$ cat config.mk
export PLATFORM = sky130hd
export DESIGN_NAME = ext_interrupt_arbiter
export DESIGN_NICKNAME = d
export VERILOG_FILES = /design/src/rtl/ext_interrupt_arbiter.sv
export SDC_FILE = /design/constraint.sdc
export NUM_CORES = 1
export LEC_CHECK = 0
export CAP_MARGIN = 25
export CORE_ASPECT_RATIO = 0.8
export CORE_MARGIN = 2
export CORE_UTILIZATION = 50
export DETAILED_ROUTE_END_ITERATION = 7
export PLACE_DENSITY = 0.76
export SLEW_MARGIN = 25
export SYNTH_ARGS = -nofsm -noshare
export SYNTH_HDL_FRONTEND = slang
export SYNTH_SLANG_ARGS = --single-unit
$ cat constraint.sdc
create_clock -name clk -period 17.78 [get_ports clk]
set_clock_uncertainty 0.05 [all_clocks]
set_input_delay 3.556 -clock clk [delete_from_list [all_inputs] [get_ports clk]]
set_output_delay 3.556 -clock clk [all_outputs]
set_load 0.1 [all_outputs]
$ cat src/rtl/ext_interrupt_arbiter.sv
`default_nettype none
// ============================================================================
// Module   : ext_interrupt_arbiter
// Brief    : Gathers level-sensitive device interrupt lines through per-source
//            gateways. It applies per-source priority, an enable mask and a
//            global threshold, then presents the winning code to the CSR unit
//            and tracks the claim/complete handshake.
// Revision : 1.0 - initial release
// ============================================================================
module ext_interrupt_arbiter #(
    parameter int NUM_SOURCES = 8,
    parameter int PRIO_WIDTH  = 3,
    parameter int CODE_WIDTH  = $clog2(NUM_SOURCES + 1)
) (
    input  logic                   clk,
    input  logic                   rst,
    input  logic [NUM_SOURCES-1:0] srcLevel,
    input  logic                   prioWE,
    input  logic [CODE_WIDTH-1:0]  prioIndex,
    input  logic [PRIO_WIDTH-1:0]  prioData,
    input  logic                   enableWE,
    input  logic [NUM_SOURCES-1:0] enableData,
    input  logic                   thresholdWE,
    input  logic [PRIO_WIDTH-1:0]  thresholdData,
    input  logic                   claimReq,
    output logic [CODE_WIDTH-1:0]  claimCode,
    input  logic                   completeReq,
    input  logic [CODE_WIDTH-1:0]  completeCode,
    output logic                   reqExternalInterrupt,
    output logic [CODE_WIDTH-1:0]  externalInterruptCode,
    output logic [NUM_SOURCES-1:0] pendingOut,
    output logic [NUM_SOURCES-1:0] inFlightOut
);

    logic [NUM_SOURCES-1:0] r_pending;
    logic [NUM_SOURCES-1:0] r_inFlight;
    logic [NUM_SOURCES-1:0] r_enable;
    logic [PRIO_WIDTH-1:0]  r_threshold;
    logic [PRIO_WIDTH-1:0]  r_prio [NUM_SOURCES];
    logic                   r_req;
    logic [CODE_WIDTH-1:0]  r_code;

    logic [NUM_SOURCES-1:0] w_pendingNext;
    logic [NUM_SOURCES-1:0] w_inFlightNext;
    logic [NUM_SOURCES-1:0] w_enableNext;
    logic [PRIO_WIDTH-1:0]  w_thresholdNext;
    logic [PRIO_WIDTH-1:0]  w_prioNext [NUM_SOURCES];
    logic [NUM_SOURCES-1:0] w_claimed;
    logic [NUM_SOURCES-1:0] w_completed;
    logic                   w_claimValid;
    logic [PRIO_WIDTH-1:0]  w_bestPrio;
    logic [CODE_WIDTH-1:0]  w_bestCode;

    // A claim only acts when a winner is actually being presented
    assign w_claimValid = claimReq && (r_code != '0);

    // Gateway, handshake and configuration next-state values for every source
    always_comb begin
        w_claimed       = '0;
        w_completed     = '0;
        w_pendingNext   = r_pending;
        w_inFlightNext  = r_inFlight;
        w_enableNext    = enableWE ? enableData : r_enable;
        w_thresholdNext = thresholdWE ? thresholdData : r_threshold;
        for (int i = 0; i < NUM_SOURCES; i++) begin
            w_claimed[i]   = w_claimValid && (r_code == CODE_WIDTH'(i + 1));
            w_completed[i] = completeReq && (completeCode == CODE_WIDTH'(i + 1))
                             && r_inFlight[i];
            // Levels are ignored while in flight; a claim clears the latch
            w_pendingNext[i] = w_claimed[i] ? 1'b0
                             : (r_pending[i] | (srcLevel[i] & ~r_inFlight[i] & ~r_pending[i]));
            // Claim wins over a same-cycle completion of the same source
            w_inFlightNext[i] = w_claimed[i] | (r_inFlight[i] & ~w_completed[i]);
            w_prioNext[i]     = (prioWE && (prioIndex == CODE_WIDTH'(i + 1)))
                              ? prioData : r_prio[i];
        end
    end

    // Arbitrate over next-state values: highest priority, lowest code on ties
    always_comb begin
        w_bestPrio = '0;
        w_bestCode = '0;
        for (int i = 0; i < NUM_SOURCES; i++) begin
            if (w_pendingNext[i] && w_enableNext[i] &&
                (w_prioNext[i] > w_thresholdNext) && (w_prioNext[i] > w_bestPrio)) begin
                w_bestPrio = w_prioNext[i];
                w_bestCode = CODE_WIDTH'(i + 1);
            end
        end
    end

    // State and registered arbitration result
    always_ff @(posedge clk) begin
        if (rst) begin
            r_pending   <= '0;
            r_inFlight  <= '0;
            r_enable    <= '0;
            r_threshold <= '0;
            r_req       <= 1'b0;
            r_code      <= '0;
            for (int i = 0; i < NUM_SOURCES; i++) begin
                r_prio[i] <= '0;
            end
        end else begin
            r_pending   <= w_pendingNext;
            r_inFlight  <= w_inFlightNext;
            r_enable    <= w_enableNext;
            r_threshold <= w_thresholdNext;
            r_req       <= (w_bestCode != '0);
            r_code      <= w_bestCode;
            for (int i = 0; i < NUM_SOURCES; i++) begin
                r_prio[i] <= w_prioNext[i];
            end
        end
    end

    assign claimCode             = claimReq ? r_code : '0;
    assign reqExternalInterrupt  = r_req;
    assign externalInterruptCode = r_code;
    assign pendingOut            = r_pending;
    assign inFlightOut           = r_inFlight;

endmodule
`default_nettype wire

## Yosys cells after proc, flatten, opt, wreduce, memory -nomap -nowiden

Memories as Yosys holds them, arrays and structs flattened.
Cells that the tools add are included.

| word-level totals | value |
|---|---|
| bits in registers | 32 |
| memory bits (writable) | 24 |
| input port bits | 37 |
| output and inout port bits | 25 |
| word-level logic and storage cells | 223 |
| memories | 1 |

| cells by class | value |
|---|---|
| magnitude comparators | 16 |
| equal/unequal tests | 24 |
| multiplexer cells | 45 |
| bitwise gates (word level) | 72 |
| reduce and logical (&&, ||, !) cells | 59 |

Memories:

| name | depth | bits a word | read ports | clocked after memory_dff | wr ports | line | source |
|---|---|---|---|---|---|---|---|
| r_prio | 8 | 3 | 8 | 0 | 8 | 39 | `logic [PRIO_WIDTH-1:0] r_prio [NUM_SOURCES];` |

Operators with widths:

| kind | number |
|---|---|
| 3-bit two-way mux | 24 |
| 1-bit logical AND | 57 |
| 4-bit by 3-bit equality test with 1-bit output, second input constant | 12 |
| 3-bit greater-than comparator | 15 |
| 4-bit two-way mux | 8 |
| 1-bit bitwise AND | 24 |
| 4-bit by 2-bit equality test with 1-bit output, second input constant | 6 |
| 1-bit inverter | 24 |
| 1-bit OR | 24 |
| 4-bit by 1-bit equality test with 1-bit output, second input constant | 3 |
| 4-bit equality test, second input constant | 3 |
| 1-bit two-way mux | 12 |
| 8-bit two-way mux | 1 |
| 4-bit nonzero test | 2 |
| 3-bit by 1-bit greater-than comparator with 1-bit output, second input constant | 1 |

## Longest topological paths before layout

Gate-level depths: netlist of run 1.

| depth | value |
|---|---|
| depth after elaboration | 31 |
| gate-level depth with buffers | 62 |
| gate-level depth less buffers | 62 |

## Least setup slack after synthesis of run 1

Ideal clock, no wire load.

| path | value |
|---|---|
| kind | input -> register |
| start point | input port prioIndex[2] |
| end point | register r_code[0] (netlist: externalInterruptCode[0]) |
| library setup time | 0.124 ns |
| data arrival time | 14.009 ns |
| data required time | 17.606 ns |
| path slack | 3.597 ns |
| stages | 57 |
| path buffers | 0 |
| cells stage by stage | nor3b_2 -> nand3b_1 -> mux2i_1 -> inv_1 -> ha_1 -> nand2_1 -> o21ai_0 -> nand3b_2 -> or2_2 -> ha_1 -> nor2b_1 -> o21a_1 -> o221a_2 -> nand2_1 -> nor2_1 -> a21oi_1 -> inv_1 -> ha_1 -> (+21 left out) -> nor3_1 -> and2_1 -> o2bb2ai_1 -> nand3_2 -> mux2_4 -> ha_1 -> o21a_1 -> o221ai_1 -> nand3b_1 -> inv_1 -> or3_1 -> o21ai_1 -> ha_1 -> a31oi_1 -> nand2_1 -> or4_1 -> nor2b_1 -> a21boi_1 |

RTL lines:

| element | line | source |
|---|---|---|
| start, declared | 19 | `input logic [CODE_WIDTH-1:0] prioIndex,` |
| end signal, assigned | 110 | `r_code <= w_bestCode;` |
| end, declared | 41 | `logic [CODE_WIDTH-1:0] r_code;` |

==> results of run 1 <==
==> flip-flops by register name (all words and copies together), names as in the netlist <==
| register | count |
|---|---|
| externalInterruptCode | 4 |
| inFlightOut | 8 |
| pendingOut | 8 |
| r_enable | 8 |
| r_prio | 24 |
| r_threshold | 3 |
| reqExternalInterrupt | 1 |
==> metal layers <==
metal | GRT usage, % | share of wire (%) | vias to the layer above
li1 | - | - | 1599
met1 | 31.7 | 48 | 1482
met2 | 41.1 | 48 | 63
met3 | 3.44 | 3.8 | 4
met4 | 3.15 | 0.35 | 0
met5 | 0 | 0 | -
==> worst max path at each step <==
stage                  from                        to  slack (ps)  cells after the start
3_5_place_dp         prioWE  externalInterruptCode[0]        1720                     57
4_1_cts              prioWE  externalInterruptCode[0]        1920                     57
2_1_floorplan  prioIndex[2]  externalInterruptCode[0]        3600                     57
5_1_grt              prioWE  externalInterruptCode[1]         930                     55
3_3_place_gp         prioWE  externalInterruptCode[1]        2220                     56
6_report             prioWE  externalInterruptCode[0]        1880                     57
==> worst register-to-register path: cells and delay by family (launching register included) <==
| family | cells | cell delay [ps] |
|---|---|---|
| AND/OR/NAND/NOR | 21 | 4050 |
| AO/OA/AOI/OAI | 16 | 3110 |
| buffers and inverters | 3 | 260 |
| multiplexers | 5 | 1400 |
| adder cells (fa/ha/maj) | 9 | 2590 |
| flip-flops | 1 | 310 |
==> cell usage in the layout, fill, tap and decap left out, drive strengths merged, types with 4 or more instances in the layout <==
cell type      count
inv               30
a21o               7
or3                4
nand2b             7
o31ai              4
o21ai             15
nand3             10
mux2i             35
dfxtp             56
clkdlybuf4s50     60
nor2b             22
o21a               7
a31oi              7
and3               5
nor2              54
nand3b             5
mux2               9
nand2             21
ha                42
and2               4
clkbuf             8
a21oi             19
==> kinds of logic (layout without fill, tap and decap cells) <==
family / Yosys count / count (layout) / synth area share (%)
AO/OA/AOI/OAI: 82 / 82 / 16.5
adder cells (fa/ha/maj): 43 / 43 / 14.5
buffers and inverters: 38 / 101 / 4.07
flip-flops: 56 / 56 / 30.4
multiplexers: 44 / 44 / 12.7
AND/OR/NAND/NOR: 150 / 150 / 21.9
==> per-stage QoR <==
stage / worst slack, ps / hold WS, ps / instances / area, um^2
after floorplan: 3600 / 405 / 413 / 3690
final: 1880 / 459 / 563 / 4470
after CTS: 1920 / 460 / 563 / 4470
after global routing: 934 / 483 / 563 / 4470
after detailed placement: 1720 / 438 / 555 / 4380
after global placement: 2220 / 427 / 555 / 4380
==> area by class of cell <==
cell class,instances,area (um^2),area share [%]
Clock buffer,8,90.1,2.01
Inverter,30,113,2.52
Multi-Input combinational cell,319,2420,54.1
Sequential cell,56,1120,25.1
Tap cell,87,109,2.43
Timing Repair Buffer,63,621,13.9
==> power by group <==
| group | switching, mW | total, mW | internal [mW] |
|---|---|---|---|
| Combinational | 0.0378 | 0.0626 | 0.0249 |
| Sequential | 0.00163 | 0.131 | 0.129 |
| Clock | 0.0402 | 0.0721 | 0.0319 |
| Total | 0.0796 | 0.266 | 0.186 |
==> metrics.md, run 1 <==
| Metric | Value |
|---|---|
| Relative slew margins | `33.5%` |
| CTS root buf | `clkbuf_8` |
| Via density | `5.59` |
| Sink Count | `56` |
| Synth-to-Final Area Change | `21.2%` |
| R2r setup slk | `5880 ps` |
| DP HPWL | `7.34 mm` |
| CTS tree | `yes` |
| Final setup viols | `0` |
| Dominant cells by area after synthesis | `dfxtp_1 30%, ha_1 14%, mux2i_1 9.2%` |
| PortBufs | `61` |
| Pwr per Cell Area | `59.3 mW/mm^2` |
| Pleak | `2.02 nW` |
| Final period util | `89.4%` |
| Largest net degree at the start of global routing | `55` |
| Min-Delay Endpoint | `r_prio[0][11]` |
| Max rail drop VDD | `0.0000316 V` |
| Synth top area share | `30.4%` |
| Reg2Reg Depth | `54` |
| Max Slew Vio Count | `0` |
| Run status | `complete, no violations` |
| RSZ-0062 raised after global routing | `no` |
| Reg-to-Reg Start | `r_prio[0][2]` |
| Residual DRC count | `0` |
| Initial core utilization | `52.5%` |
| EDFF count, synth | `0` |
| Fill count | `589` |
| Yosys top cell by area | `dfxtp_1` |
| First-pass GRT wire length | `15.0 mm` |
| Critical Path Max Stage Delay | `490 ps` |
| Fmax | `62.9 MHz` |
| Clock transition at path regs | `100 ps` |
| Reg-to-Reg End | `externalInterruptCode[0]` |
| Hold Crit Start | `r_prio[0][11]` |
| Slowest CP cell | `clkdlybuf4s50_1` |
| TritonCTS Buffers | `5` |
| Die Y | `80.9 um` |
| Top-count cell post-synth | `dfxtp_1` |
| Crit end category | `register` |
| CORE AREA | `0.00703 mm^2` |
| Antenna Violating Nets Remaining | `0` |
| Antenna violations before repair | `0` |
| Clock tree buffer depth | `2` |
| Hold Crit Depth | `2` |
| Post-cts resize count | `0` |
| Post-Synthesis Cells | `413` |
| Utilization after layout | `63.7%` |
| Post-layout total power | `0.266 mW` |
| Worst path most repeated cell | `ha_1` |
| ANT cells | `0` |
| Netlist cell types | `66` |
| Post-synthesis sequential area ratio | `30.4%` |
| Max cap viols | `0` |
| Row count | `27` |
| Total grt overflow | `0` |
| Commonest cells in the netlist | `56 x dfxtp_1, 54 x nor2_1, 42 x ha_1, 34 x mux2i_1, 30 x inv_1` |
| Initial DRC Count | `161` |
| Via count | `3148` |
| Hold Vio Cnt, Final | `0` |
| Nets | `554` |
| Chip width | `100 um` |
| Die area | `0.00809 mm^2` |
| Gp weighted congestion | `0.903` |
| WL final | `9.33 mm` |
| Syn Area/Cell | `8.94 um^2` |
| Vias in the first global route | `3021` |
| Crit path time final | `15900 ps` |
| Htree depth | `2` |
| DR WL/cell | `16.6 um` |
| Main synth FF type | `dfxtp_1` |
| Cts hold-fix bufs | `0` |
| Yosys warnings | `0` |
| Tot GR Track Use | `23.5%` |
| WS Path Type | `in2reg` |
| Asr flop ratio synth | `0%` |
| Synth Cell Area | `0.00369 mm^2` |
| CP top delay family | `simple AND/OR/NAND/NOR gates` |
| Crit path buffers/inverters | `4` |
| Clk_lat worst skew | `310 ps` |
| Drt first pass iters | `4` |
| Critical path peak fanout | `6` |
| Proportion of layout cells with a drive suffix above 1 | `8.82%` |
| Setup TNS | `0 ps` |
| Post-CTS setup buffers | `0` |
| Ports | `62` |
| Synthesis-stage register bit count | `56` |
| Worst Max-Slew Pin Slew | `997 ps` |
| Req. time, crit path | `17920 ps` |
| CP Launch Type | `primary input` |
| Worst hold path class | `reg2reg` |
| Syn nets | `492` |
| WP data arrival | `16040 ps` |
Note: power is estimated with default switching activity, not from simulation.
==> run 2: changes to the inputs <==
--- a/config.mk
+++ b/config.mk
@@ -8,9 +8,8 @@
 export CAP_MARGIN = 25
 export CORE_ASPECT_RATIO = 0.8
 export CORE_MARGIN = 2
-export CORE_UTILIZATION = 50
+export CORE_UTILIZATION = 40
 export DETAILED_ROUTE_END_ITERATION = 7
-export PLACE_DENSITY = 0.76
 export SLEW_MARGIN = 25
 export SYNTH_ARGS = -nofsm -noshare
 export SYNTH_HDL_FRONTEND = slang
==> run 2 against run 1 <==
  * Fmax is 0.84% lower
  * Highest routed layer unchanged
  * Largest power group unchanged
  * Register-to-register slack worse by 110 ps
  * Utilization down 13 points
  * Die area grew 24%
  * Hold slack got worse by 12 ps
  * Cell count up 5.0%
==> metrics.md, run 2 (same netlist as run 1, synthesis figures left out) <==
| Metric | Value |
|---|---|
| Run status | `complete, no violations` |
| Critical path peak fanout | `6` |
| Worst hold path class | `reg2reg` |
| Relative slew margins | `33.2%` |
| Fill count | `876` |
| Die area | `0.0100 mm^2` |
| Post-layout total power | `0.295 mW` |
| PortBufs | `61` |
| Clock transition at path regs | `70 ps` |
| Worst Max-Slew Pin Slew | `999 ps` |
| Most common cell after layout, fill and taps aside | `clkdlybuf4s50_1` |
| Initial core utilization | `41.0%` |
| Critical Path Max Stage Delay | `540 ps` |
| WL final | `9.48 mm` |
| Ports | `62` |
| Clock tree buffer depth | `2` |
| Most frequent cells in the layout | `60 x clkdlybuf4s50_1, 56 x dfxtp_1, 54 x nor2_1, 42 x ha_1, 34 x mux2i_1` |
| Die Y | `89.9 um` |
| Nets | `554` |
| DP Area | `0.00442 mm^2` |
| Final cell count without fillers | `591` |
| Worst Hold Margin | `446 ps` |
| CTS root buf | `clkbuf_16` |
| Cts hold-fix bufs | `0` |
| Tot GR Track Use | `19.5%` |
| Top reg by flops | `r_prio` |
| Via count | `3117` |
| Antenna Violating Nets Remaining | `0` |
| Proportion of layout cells with a drive suffix above 1 | `8.82%` |
| First-pass GRT wire length | `15.6 mm` |
| Htree depth | `2` |
| ANT cells | `0` |
| Hold Vio Cnt, Final | `0` |
| Drt first pass iters | `4` |
| Slowest CP cell | `nor4_1` |
| Max rail drop VDD | `0.0000485 V` |
| Fin area | `0.00457 mm^2` |
| Chip width | `111 um` |
| DR WL/cell | `16.0 um` |
| Antenna violations before repair | `0` |
| Crit path time final | `16030 ps` |
| WP data arrival | `16150 ps` |
| Via density | `5.27` |
| Placed Cells | `583` |
| Crit end category | `register` |
| Final period util | `90.2%` |
| Crit path from | `prioWE` |
| Sink Count | `56` |
| Pwr per Cell Area | `64.7 mW/mm^2` |
| Worst path most repeated cell | `ha_1` |
| Req. time, crit path | `17900 ps` |
| CTS tree | `yes` |
| Pleak | `2.04 nW` |
| CP Launch Type | `primary input` |
| Gp weighted congestion | `0.824` |
| Row count | `31` |
| Residual DRC count | `0` |
| Max cap viols | `0` |
| Max Slew Vio Count | `0` |
| Post-CTS setup buffers | `0` |
| WS Path Type | `in2reg` |
| Post-cts resize count | `0` |
| CORE AREA | `0.00900 mm^2` |
| Synth-to-Final Area Change | `23.7%` |
| Initial DRC Count | `160` |
| Final setup viols | `0` |
| Max reg flops | `24` |
| DP HPWL | `7.46 mm` |
| Setup TNS | `0 ps` |
| Reg-to-Reg Start | `r_prio[0][2]` |
| RSZ-0062 raised after global routing | `no` |
| Fmax | `62.4 MHz` |
| Vias in the first global route | `3055` |
| Total grt overflow | `0` |
| Clk_lat worst skew | `300 ps` |
| TritonCTS Buffers | `5` |
| Largest net degree at the start of global routing | `55` |
| Hold Crit Start | `inFlightOut[1]` |
## run 2: path summary, 6_finish.rpt
| path | endpoint | slack (ps) | depth (start not counted) |
|---|---|---|---|
| setup / recovery | externalInterruptCode[1] | 1750 | 56 |
| hold / removal | inFlightOut[1] | 450 | 2 |
| setup reg to reg | externalInterruptCode[1] | 5770 | 53 |
| hold reg to reg | inFlightOut[1] | 450 | 2 |
## run 2: metal layers
metal | global-route usage (%) | up-vias | part of all wire, %
li1 | - | 1600 | -
met1 | 27.6 | 1453 | 51
met2 | 30.7 | 52 | 45
met3 | 3.71 | 12 | 3.2
met4 | 4.94 | 0 | 1.3
met5 | 0 | - | 0
## run 2: report_power, final
group | leakage (nW) | total (mW) | internal, mW | switching [mW]
clock | 0.0712 | 0.101 | 0.0564 | 0.0451
combinational | 1.52 | 0.0630 | 0.0249 | 0.0381
sequential | 0.456 | 0.131 | 0.129 | 0.00157
## run 2: final cells by class
type,instances,area [um^2],share of cell area [%]
clock buffer,8,146,3.21
inverter,30,113,2.47
multi-input combinational,319,2420,53.0
sequential,56,1120,24.6
tap,115,144,3.15
timing repair buffer,63,621,13.6
## run 2: worst max-delay path: cells and delay by family
family                   cells  cell delay, ps
adder cells (fa/ha/maj)      9            2630
AO/OA/AOI/OAI               18            3570
buffers and inverters        4             770
AND/OR/NAND/NOR             21            4340
multiplexers                 4            1270
## run 2: stage by stage
| step | setup slack (ps) | utilization (%) |
|---|---|---|
| CTS | 1780 | 50.7 |
| detailed placement | 1530 | 49.1 |
| global placement | 1770 | 49.1 |
| finish | 1750 | 50.7 |
| floorplan | 3600 | - |
| global route | 791 | 50.7 |
==> run 3: changes to the inputs <==
--- a/config.mk
+++ b/config.mk
@@ -9,6 +9,7 @@
 export CORE_ASPECT_RATIO = 0.8
 export CORE_MARGIN = 2
 export CORE_UTILIZATION = 40
+export CTS_BUF_LIST = sky130_fd_sc_hd__clkbuf_16
 export DETAILED_ROUTE_END_ITERATION = 7
 export SLEW_MARGIN = 25
 export SYNTH_ARGS = -nofsm -noshare
==> run 3 against run 2 <==
  * Hold slack improved by 0.96 ps
  * Power fell by 2.0%
  * Sequential power barely moved
  * Utilization fell by 0.11 points
  * Critical path depth did not move
  * Die area did not move
  * First-iteration DRC count fell by 8.8%
  * Sequential share of layout area rose by 0.054 points
  * Cell count did not move
  * Sequential cell count did not move
  * Routed wire length rose by 0.12%
  * Critical endpoint unchanged
  * Largest power group unchanged
==> metrics.md, run 3 (same netlist as run 1, synthesis figures left out) <==
| Metric | Value |
|---|---|
| Run status | `complete, no violations` |
| Met2 GRT Util | `30.7%` |
| Worst Max-Slew Pin Slew | `999 ps` |
| Initial core utilization | `41.0%` |
| Critical Path Max Stage Delay | `590 ps` |
| Setup TNS | `0 ps` |
| Most common cell after layout, fill and taps aside | `clkdlybuf4s50_1` |
| Max cap viols | `0` |
| Residual DRC count | `0` |
| Nets | `554` |
| DR WL/cell | `16.1 um` |
| Final period util | `90.5%` |
| Tot GR Track Use | `19.5%` |
| CTS root buf | `clkbuf_16` |
| Proportion of layout cells with a drive suffix above 1 | `8.61%` |
| Final setup viols | `0` |
| Fmax | `62.1 MHz` |
| Hold Vio Cnt, Final | `0` |
| Gp weighted congestion | `0.824` |
| CP Launch Type | `primary input` |
| First-pass GRT wire length | `15.6 mm` |
| Area of the multi-input gates | `0.00242 mm^2` |
| Chip width | `111 um` |
| Relative slew margins | `33.2%` |
| ANT cells | `0` |
| Max Slew Vio Count | `0` |
| Crit path time final | `16090 ps` |
| Reg-to-Reg Start | `r_prio[0][2]` |
| Row count | `31` |
| Post-Place Setup Slack | `1530 ps` |
| Final cell count without fillers | `591` |
| Crit end category | `register` |
| WL final | `9.49 mm` |
| Antenna Violating Nets Remaining | `0` |
| RSZ-0062 raised after global routing | `no` |
| WP data arrival | `16210 ps` |
| Clock tree buffer depth | `2` |
| Placed Cells | `583` |
| Max reg flops | `24` |
| Min-Delay Endpoint | `inFlightOut[1]` |
| Clk_lat worst skew | `300 ps` |
| Initial DRC Count | `146` |
| Largest net degree at the start of global routing | `55` |
| Met1 Use GR | `27.6%` |
| Antenna violations before repair | `0` |
| CTS tree | `yes` |
| Ports | `62` |
| Post-CTS setup buffers | `0` |
| Top reg by flops | `r_prio` |
| Pleak | `2.05 nW` |
| Vias in the first global route | `3055` |
| GRT busiest layer | `met2` |
| Hold Crit Depth | `2` |
| WS Path Type | `in2reg` |
| Post-cts resize count | `0` |
| Reg2Reg Depth | `53` |
| Die area | `0.0100 mm^2` |
| M3 GR Usage | `3.51%` |
| FF/Latch Area | `0.00112 mm^2` |
| R2r setup slk | `5710 ps` |
| Htree depth | `2` |
| Synth-to-Final Area Change | `23.4%` |
| Reg-to-Reg End | `externalInterruptCode[1]` |
| Critical path peak fanout | `6` |
| Cts hold-fix bufs | `0` |
| Via density | `5.28` |
| CORE AREA | `0.00900 mm^2` |
| Drt first pass iters | `4` |
| Worst setup margin | `1690 ps` |
| Worst hold path class | `reg2reg` |
| PortBufs | `61` |
| Most frequent cells in the layout | `60 x clkdlybuf4s50_1, 56 x dfxtp_1, 54 x nor2_1, 42 x ha_1, 34 x mux2i_1` |
| Via count | `3118` |
| Max rail drop VDD | `0.0000375 V` |
| Slowest CP cell | `nor4_1` |
| Fill count | `876` |
| Pwr per Cell Area | `63.5 mW/mm^2` |
| Hold Crit Start | `inFlightOut[1]` |
| Sink Count | `56` |
| Total grt overflow | `0` |
| Req. time, crit path | `17890 ps` |
| TritonCTS Buffers | `5` |
| Clock transition at path regs | `70 ps` |
| DP HPWL | `7.46 mm` |
| Worst path most repeated cell | `ha_1` |
| Die Y | `89.9 um` |
run 3: cell types whose count changed in the layout (fill, tap and decap cells not counted):
cell | previous run | this run
clkinv_1 | 0 | 1
clkbuf_1 | 2 | 0
clkbuf_8 | 1 | 0
inv_1 | 30 | 32
run 3: per-stage QoR:
| stage | hold WS (ps) | area (um^2) | power [mW] | utilization (%) |
|---|---|---|---|---|
| floorplan | 405 | 3690 | 0.175 | - |
| global placement | 425 | 4420 | 0.195 | 49.1 |
| detailed placement | 431 | 4420 | 0.197 | 49.1 |
| CTS | 451 | 4560 | 0.293 | 50.6 |
| global route | 466 | 4560 | 0.303 | 50.6 |
| finish | 447 | 4560 | 0.289 | 50.6 |
run 3: cell type report:
type	count	area share (%)
inverter	30	2.47
sequential	56	24.6
tap	115	3.16
multi-input combinational	319	53.1
timing repair buffer	63	13.6
clock buffer	5	2.75
clock inverter	3	0.247
run 3: worst max-delay path, delay by kind of cell:
kind,cells,cell delay (ps)
AO/OA/AOI/OAI,18,3600
adder cells (fa/ha/maj),9,2630
buffers and inverters,4,770
multiplexers,4,1260
AND/OR/NAND/NOR,21,4400
run 3: worst max-delay path by stage:
stage	from	endpoint	slack (ps)	depth (start not counted)
after detailed placement	prioWE	externalInterruptCode[1]	1530	56
after global placement	prioWE	externalInterruptCode[1]	1770	56
after CTS	prioWE	externalInterruptCode[1]	1780	56
final	prioWE	externalInterruptCode[1]	1690	56
after floorplan	prioIndex[2]	externalInterruptCode[0]	3600	57
after global routing	prioWE	externalInterruptCode[2]	790	56
run 3: routing by layer:
metal	wire length (um)	vias up	part of all wire [%]
met5	0	-	0
met4	138	0	1.5
met3	262	18	2.8
met2	4230	46	45
met1	4860	1454	51
li1	-	1600	-
run 3: where the power goes:
part	leakage, nW	switching [mW]	internal [mW]
clock	0.0738	0.0447	0.0509
sequential	0.456	0.00155	0.129
combinational	1.52	0.0382	0.0249
total	2.05	0.0844	0.205
